File: config.mk
export PLATFORM = sky130hd
export DESIGN_NAME = music_seq_ctrl_flat
export DESIGN_NICKNAME = d
export VERILOG_FILES = /design/src/rtl/music_seq_ctrl_if.sv /design/src/rtl/music_seq_ctrl.sv /design/src/flat_wrapper.sv
export SDC_FILE = /design/constraint.sdc
export NUM_CORES = 1
export LEC_CHECK = 0
export ABC_AREA = 0
export ABC_CLOCK_PERIOD_IN_PS = 2100
export BUFFER_PORTS_ARGS = -buffer_cell sky130_fd_sc_hd__buf_2
export CAP_MARGIN = 20
export CORE_MARGIN = 2
export CORE_UTILIZATION = 54
export DETAILED_ROUTE_END_ITERATION = 10
export GPL_TIMING_DRIVEN = 0
export HOLD_SLACK_MARGIN = 0.03
export PLACE_DENSITY_LB_ADDON = 0.25
export SLEW_MARGIN = 0
export SYNTH_ARGS = -nofsm -noshare
export SYNTH_HDL_FRONTEND = slang
export SYNTH_SLANG_ARGS = --single-unit
File: constraint.sdc
create_clock -name clk -period 2.1 [get_ports clk]
set_input_delay 0.105 -clock clk [delete_from_list [all_inputs] [get_ports clk]]
set_output_delay 0.105 -clock clk [all_outputs]
set_load 0.1 [all_outputs]
File: src/rtl/music_seq_ctrl_if.sv
// Signal bundle between the key/button front end and the note sequencer.
// master = front end / datapath side, slave = music_seq_ctrl.
interface music_seq_ctrl_if;
  logic       key_valid;
  logic       rec_start;
  logic       play_start;
  logic       stop;
  logic       ld_note;
  logic       ld_play;
  logic [3:0] note_counter;
  logic [3:0] notes_stored;
  logic       recording;
  logic       playing;
  logic       mute;

  modport master (
    output key_valid, rec_start, play_start, stop,
    input  ld_note, ld_play, note_counter, notes_stored, recording, playing, mute
  );

  modport slave (
    input  key_valid, rec_start, play_start, stop,
    output ld_note, ld_play, note_counter, notes_stored, recording, playing, mute
  );
endinterface

File: src/rtl/music_seq_ctrl.sv
// Record/playback sequencer for the note-memory datapath.
// Optional macro LOOP_PLAY_EN: playback wraps back to note 1 instead of ending.
module music_seq_ctrl #(
  parameter int TICKS_PER_NOTE = 12500000,
  parameter int GAP_TICKS      = 1250000,
  parameter int CNT_W          = 24
) (
  input logic               clk,
  input logic               reset,
  music_seq_ctrl_if.slave   bus
);

  typedef enum logic [2:0] {IDLE, REC_WAIT, REC_HOLD, PLAY_NOTE, PLAY_GAP} state_t;

  localparam logic [CNT_W-1:0] NOTE_LAST = CNT_W'(TICKS_PER_NOTE - 1);
  localparam logic [CNT_W-1:0] GAP_LAST  = CNT_W'((GAP_TICKS > 0) ? GAP_TICKS - 1 : 0);
  localparam logic [3:0]       MAX_NOTES = 4'd15;

  state_t           state, state_nx;
  logic [CNT_W-1:0] tick, tick_nx;
  logic [3:0]       note_nx, stored_nx;
  logic             ld_note_nx;
  logic             end_of_note;

  // NOTE: every comb output gets a default first so no path can infer a latch.
  always_comb begin
    state_nx    = state;
    tick_nx     = tick;
    note_nx     = bus.note_counter;
    stored_nx   = bus.notes_stored;
    ld_note_nx  = 1'b0;
    end_of_note = 1'b0;

    case (state)
      IDLE: begin
        if (bus.rec_start) begin
          state_nx  = REC_WAIT;
          stored_nx = 4'd0;
        end else if (bus.play_start && bus.notes_stored != 4'd0) begin
          state_nx = PLAY_NOTE;
          note_nx  = 4'd1;
          tick_nx  = '0;
        end
      end

      REC_WAIT: begin
        if (bus.stop) begin
          state_nx = IDLE;
        end else if (bus.key_valid) begin
          state_nx = REC_HOLD;
          // Saturate at 15 so the datapath's pre-incremented address never wraps to 0.
          if (bus.notes_stored != MAX_NOTES) begin
            ld_note_nx = 1'b1;
            stored_nx  = bus.notes_stored + 4'd1;
          end
        end
      end

      REC_HOLD: begin
        if (bus.stop)            state_nx = IDLE;
        else if (!bus.key_valid) state_nx = REC_WAIT;
      end

      PLAY_NOTE: begin
        if (bus.stop) begin
          state_nx = IDLE;
          note_nx  = 4'd0;
          tick_nx  = '0;
        end else if (tick == NOTE_LAST) begin
          tick_nx = '0;
          if (GAP_TICKS == 0) end_of_note = 1'b1;
          else                state_nx    = PLAY_GAP;
        end else begin
          tick_nx = tick + 1'b1;
        end
      end

      PLAY_GAP: begin
        if (bus.stop) begin
          state_nx = IDLE;
          note_nx  = 4'd0;
          tick_nx  = '0;
        end else if (tick == GAP_LAST) begin
          tick_nx     = '0;
          end_of_note = 1'b1;
        end else begin
          tick_nx = tick + 1'b1;
        end
      end

      default: state_nx = IDLE;
    endcase

    if (end_of_note) begin
      if (bus.note_counter == bus.notes_stored) begin
`ifdef LOOP_PLAY_EN
        state_nx = PLAY_NOTE;
        note_nx  = 4'd1;
`else
        state_nx = IDLE;
        note_nx  = 4'd0;
`endif
      end else begin
        state_nx = PLAY_NOTE;
        note_nx  = bus.note_counter + 4'd1;
      end
    end
  end

  // Status outputs are registered from the next state so they line up with it exactly.
  // NOTE: sequential state uses non-blocking assignments so all flops update together.
  always_ff @(posedge clk or posedge reset) begin
    if (reset) begin
      state            <= IDLE;
      tick             <= '0;
      bus.ld_note      <= 1'b0;
      bus.ld_play      <= 1'b0;
      bus.note_counter <= 4'd0;
      bus.notes_stored <= 4'd0;
      bus.recording    <= 1'b0;
      bus.playing      <= 1'b0;
      bus.mute         <= 1'b1;
    end else begin
      state            <= state_nx;
      tick             <= tick_nx;
      bus.ld_note      <= ld_note_nx;
      bus.note_counter <= note_nx;
      bus.notes_stored <= stored_nx;
      bus.ld_play      <= (state_nx == PLAY_NOTE) || (state_nx == PLAY_GAP);
      bus.playing      <= (state_nx == PLAY_NOTE) || (state_nx == PLAY_GAP);
      bus.recording    <= (state_nx == REC_WAIT)  || (state_nx == REC_HOLD);
      bus.mute         <= (state_nx != PLAY_NOTE);
    end
  end

endmodule

File: src/flat_wrapper.sv
// flat-port wrapper written by rule: the top's interface ports become plain ports
module music_seq_ctrl_flat 
#(
  parameter int TICKS_PER_NOTE = 12500000,
  parameter int GAP_TICKS      = 1250000,
  parameter int CNT_W          = 24
)
  (clk, reset, bus_key_valid, bus_rec_start, bus_play_start, bus_stop, bus_ld_note, bus_ld_play, bus_note_counter, bus_notes_stored, bus_recording, bus_playing, bus_mute);
  music_seq_ctrl_if bus_i ();
  input logic clk;
  input logic reset;
  input wire logic [$bits(bus_i.key_valid)-1:0] bus_key_valid;
  input wire logic [$bits(bus_i.rec_start)-1:0] bus_rec_start;
  input wire logic [$bits(bus_i.play_start)-1:0] bus_play_start;
  input wire logic [$bits(bus_i.stop)-1:0] bus_stop;
  output wire logic [$bits(bus_i.ld_note)-1:0] bus_ld_note;
  output wire logic [$bits(bus_i.ld_play)-1:0] bus_ld_play;
  output wire logic [$bits(bus_i.note_counter)-1:0] bus_note_counter;
  output wire logic [$bits(bus_i.notes_stored)-1:0] bus_notes_stored;
  output wire logic [$bits(bus_i.recording)-1:0] bus_recording;
  output wire logic [$bits(bus_i.playing)-1:0] bus_playing;
  output wire logic [$bits(bus_i.mute)-1:0] bus_mute;
  assign bus_i.key_valid = bus_key_valid;
  assign bus_i.rec_start = bus_rec_start;
  assign bus_i.play_start = bus_play_start;
  assign bus_i.stop = bus_stop;
  assign bus_ld_note = bus_i.ld_note;
  assign bus_ld_play = bus_i.ld_play;
  assign bus_note_counter = bus_i.note_counter;
  assign bus_notes_stored = bus_i.notes_stored;
  assign bus_recording = bus_i.recording;
  assign bus_playing = bus_i.playing;
  assign bus_mute = bus_i.mute;
  music_seq_ctrl #(.TICKS_PER_NOTE(TICKS_PER_NOTE), .GAP_TICKS(GAP_TICKS), .CNT_W(CNT_W)) u_core (.clk(clk), .reset(reset), .bus(bus_i));
endmodule
# --- Word level (Yosys, flattened, before mapping) ---
# Cells that the tools add are included.
totals:
  inputBits: 6
  word_cells: 82
  register_bits: 39
  out_inout_bits: 13
op_classes:
  eq_ne: 22
  addsub: 3
  n_reduce_logical: 12
  n_mux: 37
ops:
  columns: ["op", "count"]
  rows:
  - ["$mux W24", 6]
  - ["$pmux W24 S3", 1]
  - ["$mux W4", 9]
  - ["$mux W3", 10]
  - ["$add A24 B1 Y24 const B", 1]
  - ["$eq A24 B21 Y1 const B", 1]
  - ["$eq A24 B24 Y1 const B", 1]
  - ["$pmux W4 S2", 2]
  - ["$pmux W3 S5", 1]
  - ["$eq A3 B2 Y1 const B", 4]
  - ["$add A4 B1 Y4 const B", 2]
  - ["$ne A2 B2 Y1 const B", 4]
  - ["$mux W1", 7]
  - ["$eq A3 B1 Y1 const B", 2]
  - ["$eq A3 B3 Y1 const B", 2]
  - ["$ne A3 B1 Y1 const B", 2]
  - ["$ne A3 B2 Y1 const B", 2]
  - ["$reduce_bool A3 Y1", 2]
  - ["$reduce_and A5 Y1", 1]
  - ["$eq A4 B4 Y1", 1]
  - ["$ne A2 B1 Y1 const B", 2]
  - ["$ne A4 B4 Y1 const B", 1]
  - ["$reduce_and A4 Y1", 1]
  - ["$reduce_bool A4 Y1", 1]
  - ["other kinds (7)", 8]

# --- Longest topological paths before layout ---
logic_depth:
  ltp_word: 8
  depth_mapped: 8
  depth_no_buf: 7

# --- Worst setup path after synthesis ---
# Ideal clock, no wire load.
synth_path:
  path_kind: "register to register"
  start: "register u_core.bus.notes_stored[0]"
  end: "register u_core.tick[12]"
  path_stages_with_launch: 9
  setup_time_ps: 133
  arrival_time_ps: 2648
  path_slack_ps: -681
  n_path_buf: 1
  synth_period_minus_slack_ps: 2781
  required_ps: 1967
  path_cell_list: "dfrtp_1 > inv_1 > ha_1 > or3b_2 > a211oi_2 > buf_2 > nor4_1 > xnor2_1 > nor2_1"
synth_via:
  elab_chain_len: 4
synth_rtl:
  columns: ["element", "line", "rtl"]
  rows:
  - ["from (decl)", "music_seq_ctrl_if.sv:23", "output ld_note, ld_play, note_counter, notes_stored, recording, playing, mute"]
  - ["from (signal assigned)", "music_seq_ctrl.sv:128", "bus.notes_stored <= stored_nx;"]
  - ["$reduce_bool A4 Y1", "music_seq_ctrl.sv:39", "end else if (bus.play_start && bus.notes_stored != 4'd0) begin"]
  - ["$logic_and A1 B1 Y1", "music_seq_ctrl.sv:39", null]
  - ["$ne A2 B1 Y1 (no line)", null, null]
  - ["$reduce_and A3 Y1 (no line)", null, null]
  - ["to (signal assigned)", "music_seq_ctrl.sv:125", "tick <= tick_nx;"]
  - ["to (decl)", "music_seq_ctrl.sv:20", "logic [CNT_W-1:0] tick, tick_nx;"]
# No other way between the ends.
# A chain may end at the register's enable or synchronous reset.

# --- Worst setup path after layout ---
layout_path:
  start: "register u_core.tick[21]"
  end: "register u_core.bus.note_counter[1]"
layout_via:
  elab_chain_len: 6
  elab_cells_between_ends: 10
  cone_classes: "4 x eq/ne; 4 x mux; 2 x reduce/logical"
layout_rtl:
  columns: ["element", "line", "rtl"]
  rows:
  - ["$eq A24 B21 Y1 (*)", "music_seq_ctrl.sv:83", "end else if (tick == GAP_LAST) begin"]
  - ["$mux W1 (*)", "music_seq_ctrl.sv:83", null]
  - ["$mux W1 (*)", "music_seq_ctrl.sv:79", "if (bus.stop) begin"]
  - ["$mux W1 (*)", "music_seq_ctrl.sv:34", "case (state)"]
  - ["$ne A3 B1 Y1 (no line) (tied with other cells)", null, null]
  - ["$reduce_and A4 Y1 (no line)", null, null]
  - ["to (signal assigned)", "music_seq_ctrl.sv:127", "bus.note_counter <= note_nx;"]
  - ["to (decl)", "music_seq_ctrl_if.sv:23", null]
# Mark *: on every way between the ends. The rest lies on a longest branch, timed or not.

==> metrics.md <==
| Metric | Value |
|---|---|
| Status | finished with violations |
| Failing checks | setup timing |
| Leakage power | 0.00142 uW |
| Critical R2R Launch | u_core.tick[21] |
| Skew final | 0.0114 ns |
| Die height | 69.7 um |
| Max-cap check violation count | 0 |
| Detail Route Antenna Nets | 0 |
| Reg2reg end | u_core.bus.note_counter[1] |
| Max Transition Viols Final | 0 |
| CTS root buffer | clkbuf_8 |
| Setup tns final | -0.786 ns |
| Commonest cells after routing, fill and taps aside | dfrtp_1, nor2_1, xnor2_1, buf_4, nand2_1 |
| Synth Cell Area | 0.00233 mm2 |
| Pwr/cell area | 1020 mW/mm2 |
| Max-slew headroom | 0.455 |
| Port Buffers | 18 |
| Largest net degree at the start of global routing | 40 |
| Slowest cell on the critical path | or4b_4 |
| CTS Buffer Depth | 2 |
| CP Launch Type | register |
| Via density | 6.07 |
| Period utilization | 1.03 |
| Placer Congestion | 0.869 |
| Hold_ws | 0.0823 ns |
| Req. time, crit path | 2.30 ns |
| Vias in the first global route | 1956 |
| Cells after Synth | 247 |
| Net Sw Power | 1390 uW |
| Clk network pwr share | 0.205 |
| Int Pwr | 1840 uW |
| Final nets | 311 |
| Yosys warning count | 0 |
| Core area | 0.00409 mm2 |
| Syn-to-layout area delta | 36.3% |
| Ant. Diodes | 0 |
| Num CTS Buffers | 5 |
| Final setup margin | -0.0697 ns |
| CP bufs+invs | 0 |
| Clk sinks | 39 |
| Layout cell share with drive strength beyond 1 | 0.377 |
| Post-Syn Nets | 257 |
| Avg WL per Cell | 17.8 um |
| Clock transition at path regs | 0.08 ns |
| R2r setup slk | -0.07 ns |
| Hold_sp | bus_stop |
| Sequential group share of total power | 0.302 |
| Crit. End Element | register |
| Min-Delay Path Class | in2reg |
| Die ar. | 0.00485 mm2 |
| Syn Area/Cell | 9.43 um2 |
| IO Pins | 19 |
| Most common cell after layout, fill and taps aside | dfrtp_1 |
| EDFF count, synth | 0 |
| Flops & latches, synth | 39 |
| Remaining global-route overflow | 0 |
| Synth cell types | 53 |
| Post-DP HPWL | 3380 um |
| Global-route wire length before repair | 9250 um |
| Drt drc | 0 |
| F_max | 461 MHz |
| Main flop type after synthesis | dfrtp_1 |
| Register area share after synthesis | 0.420 |
| Max VDD drop | 594 uV |
| Total GRT Usage | 0.236 |
| Worst Tran Pin Value | 0.816 ns |
| RSZ-0062 raised after global routing | true |
| Setup violators final | 21 |
| Worst R2R Path Depth | 5 |
| Final Cell Area | 0.00317 mm2 |
| WP depth | 5 |
| Async SR Flop Fraction | 1.00 |
| Die X | 69.7 um |
| Largest incremental delay on the critical path | 0.55 ns |
| Kind of critical path | reg2reg |
| WHS Path Cells | 2 |
| Initial detailed-routing violation count | 203 |
| Comb pwr share | 0.493 |
| Row count | 23 |
| Fill cells | 252 |
| Via count | 2138 |
| Max FO, Critical Path | 4 |
| H-tree Lvls | 2 |
| TritonRoute pass-1 iters | 4 |
| CTS tree | done |
| Clk_lat worst skew | 0.30 ns |
| DP Worst Slack | -0.333 ns |
| Dpl cell area | 0.00252 mm2 |
| Pwr Total | 3220 uW |
| CP delay by family, top | simple AND/OR/NAND/NOR gates |
| CP Cell Sequence | or4b_4, nor4_4, a21boi_4, or3_4, a22o_1 |
| Initial Util | 0.570 |
| Sw frac | 0.431 |
| Hold EP | u_core.state[2] |
| Final Critical Period | 2.17 ns |
| Final Routed Wirelength | 6270 um |
| Initial antenna violation count | 0 |
| Arr. time, crit path | 2.37 ns |
| Endpoints failing hold | 0 |
==> worst register-to-register path, stage by stage, from the launching register on <==
cell      delay (ns)
dfrtp_2         0.42
or4b_4          0.55
nor4_4          0.36
a21boi_4        0.13
or3_4           0.38
a22o_1          0.23
==> synth_stat cells, types with 2 or more instances <==
master	n	area, um2
dfrtp_1	38	951
nor2_1	28	105
xnor2_1	25	219
nand2_1	20	75.1
nand3_1	12	60.1
nor4_1	11	68.8
nand4_1	9	56.3
nor3_1	9	45.0
inv_1	8	30.0
o21ai_0	7	35.0
a21oi_1	6	30.0
nor2b_1	6	37.5
ha_1	4	50.1
nor3b_1	4	30.0
a22o_1	3	26.3
and3_1	3	18.8
and3b_1	3	26.3
clkbuf_1	3	11.3
nand2b_1	3	18.8
nor4b_1	3	26.3
a21boi_2	2	22.5
a21o_1	2	15.0
a21o_2	2	17.5
buf_2	2	10.0
mux2i_1	2	20.0
nand4b_1	2	17.5
o22ai_1	2	12.5
or2_2	2	12.5
or4b_1	2	20.0
==> metal layers <==
| layer | global-route usage | wire length [um] | vias to the layer above |
|---|---|---|---|
| li1 | - | - | 1003 |
| met1 | 0.311 | 2630 | 1046 |
| met2 | 0.381 | 3210 | 72 |
| met3 | 0.0436 | 268 | 17 |
| met4 | 0.0983 | 164 | 0 |
| met5 | 0 | 0 | - |
==> what timing repair did <==
item                                    in CTS  in global routing
setup buffers                               13                 13
endpoints found under the setup margin      29                 31
endpoints found under the hold margin       38                  0
pin swaps                                    8                 25
gates resized for setup                     11                 41
cloned                                       0                  3
hold buffers                                 1                  0
==> sequential cells by signal, summed over array words and instances, names as in the netlist <==
register                 count
u_core.bus.recording         1
u_core.tick                 24
u_core.bus.notes_stored      4
u_core.state                 3
u_core.bus.ld_play           1
u_core.bus.mute              1
u_core.bus.note_counter      4
u_core.bus.ld_note           1
==> worst max path at each step <==
| stage | endpoint | slack, ns | startpoint |
|---|---|---|---|
| floorplan | u_core.tick[12] | -0.17 | u_core.bus.notes_stored[0] |
| global placement | u_core.tick[5] | -0.35 | u_core.tick[16] |
| detailed placement | u_core.tick[9] | -0.33 | u_core.tick[16] |
| CTS | u_core.bus.note_counter[1] | -0.04 | u_core.tick[14] |
| global route | u_core.tick[13] | -0.18 | u_core.tick[4] |
| finish | u_core.bus.note_counter[1] | -0.07 | u_core.tick[21] |
==> power by group through the flow <==
stage / sequential, uW / clock (uW) / combinational, uW
CTS: 952 / 667 / 1270
finish: 972 / 661 / 1590
detailed placement: 963 / 0 / 1180
global placement: 959 / 0 / 1170
floorplan: 1310 / 0 / 614
global route: 985 / 694 / 1700
==> area by class of cell <==
cell class	count	area, um2	area share
Buffer	7	63.8	0.0201
Clock inverter	2	35.0	0.0110
Inverter	8	32.5	0.0102
Timing Repair Buffer	48	390	0.123
Tap cell	50	62.6	0.0197
Clock buffer	6	82.6	0.0260
Sequential cell	39	992	0.313
Multi-Input combinational cell	192	1520	0.477
==> cells by family after synthesis <==
logic type                 count (synthesis)  share of synthesized area
and+or+nand+nor                          129                      0.325
muxes                                      2                    0.00860
adders and majority gates                  4                     0.0215
DFF                                       39                      0.420
xor gates and xnor gates                  25                     0.0940
AOI/OAI and AO/OA                         32                     0.0994
buffers and inverters                     16                     0.0317
==> stage by stage <==
stage | util | std cells
detailed placement | 0.616 | 315
CTS | 0.690 | 337
finish | 0.777 | 352
global route | 0.777 | 352
global placement | 0.616 | 315
floorplan | - | 247
(Power assumes the default switching activity.)
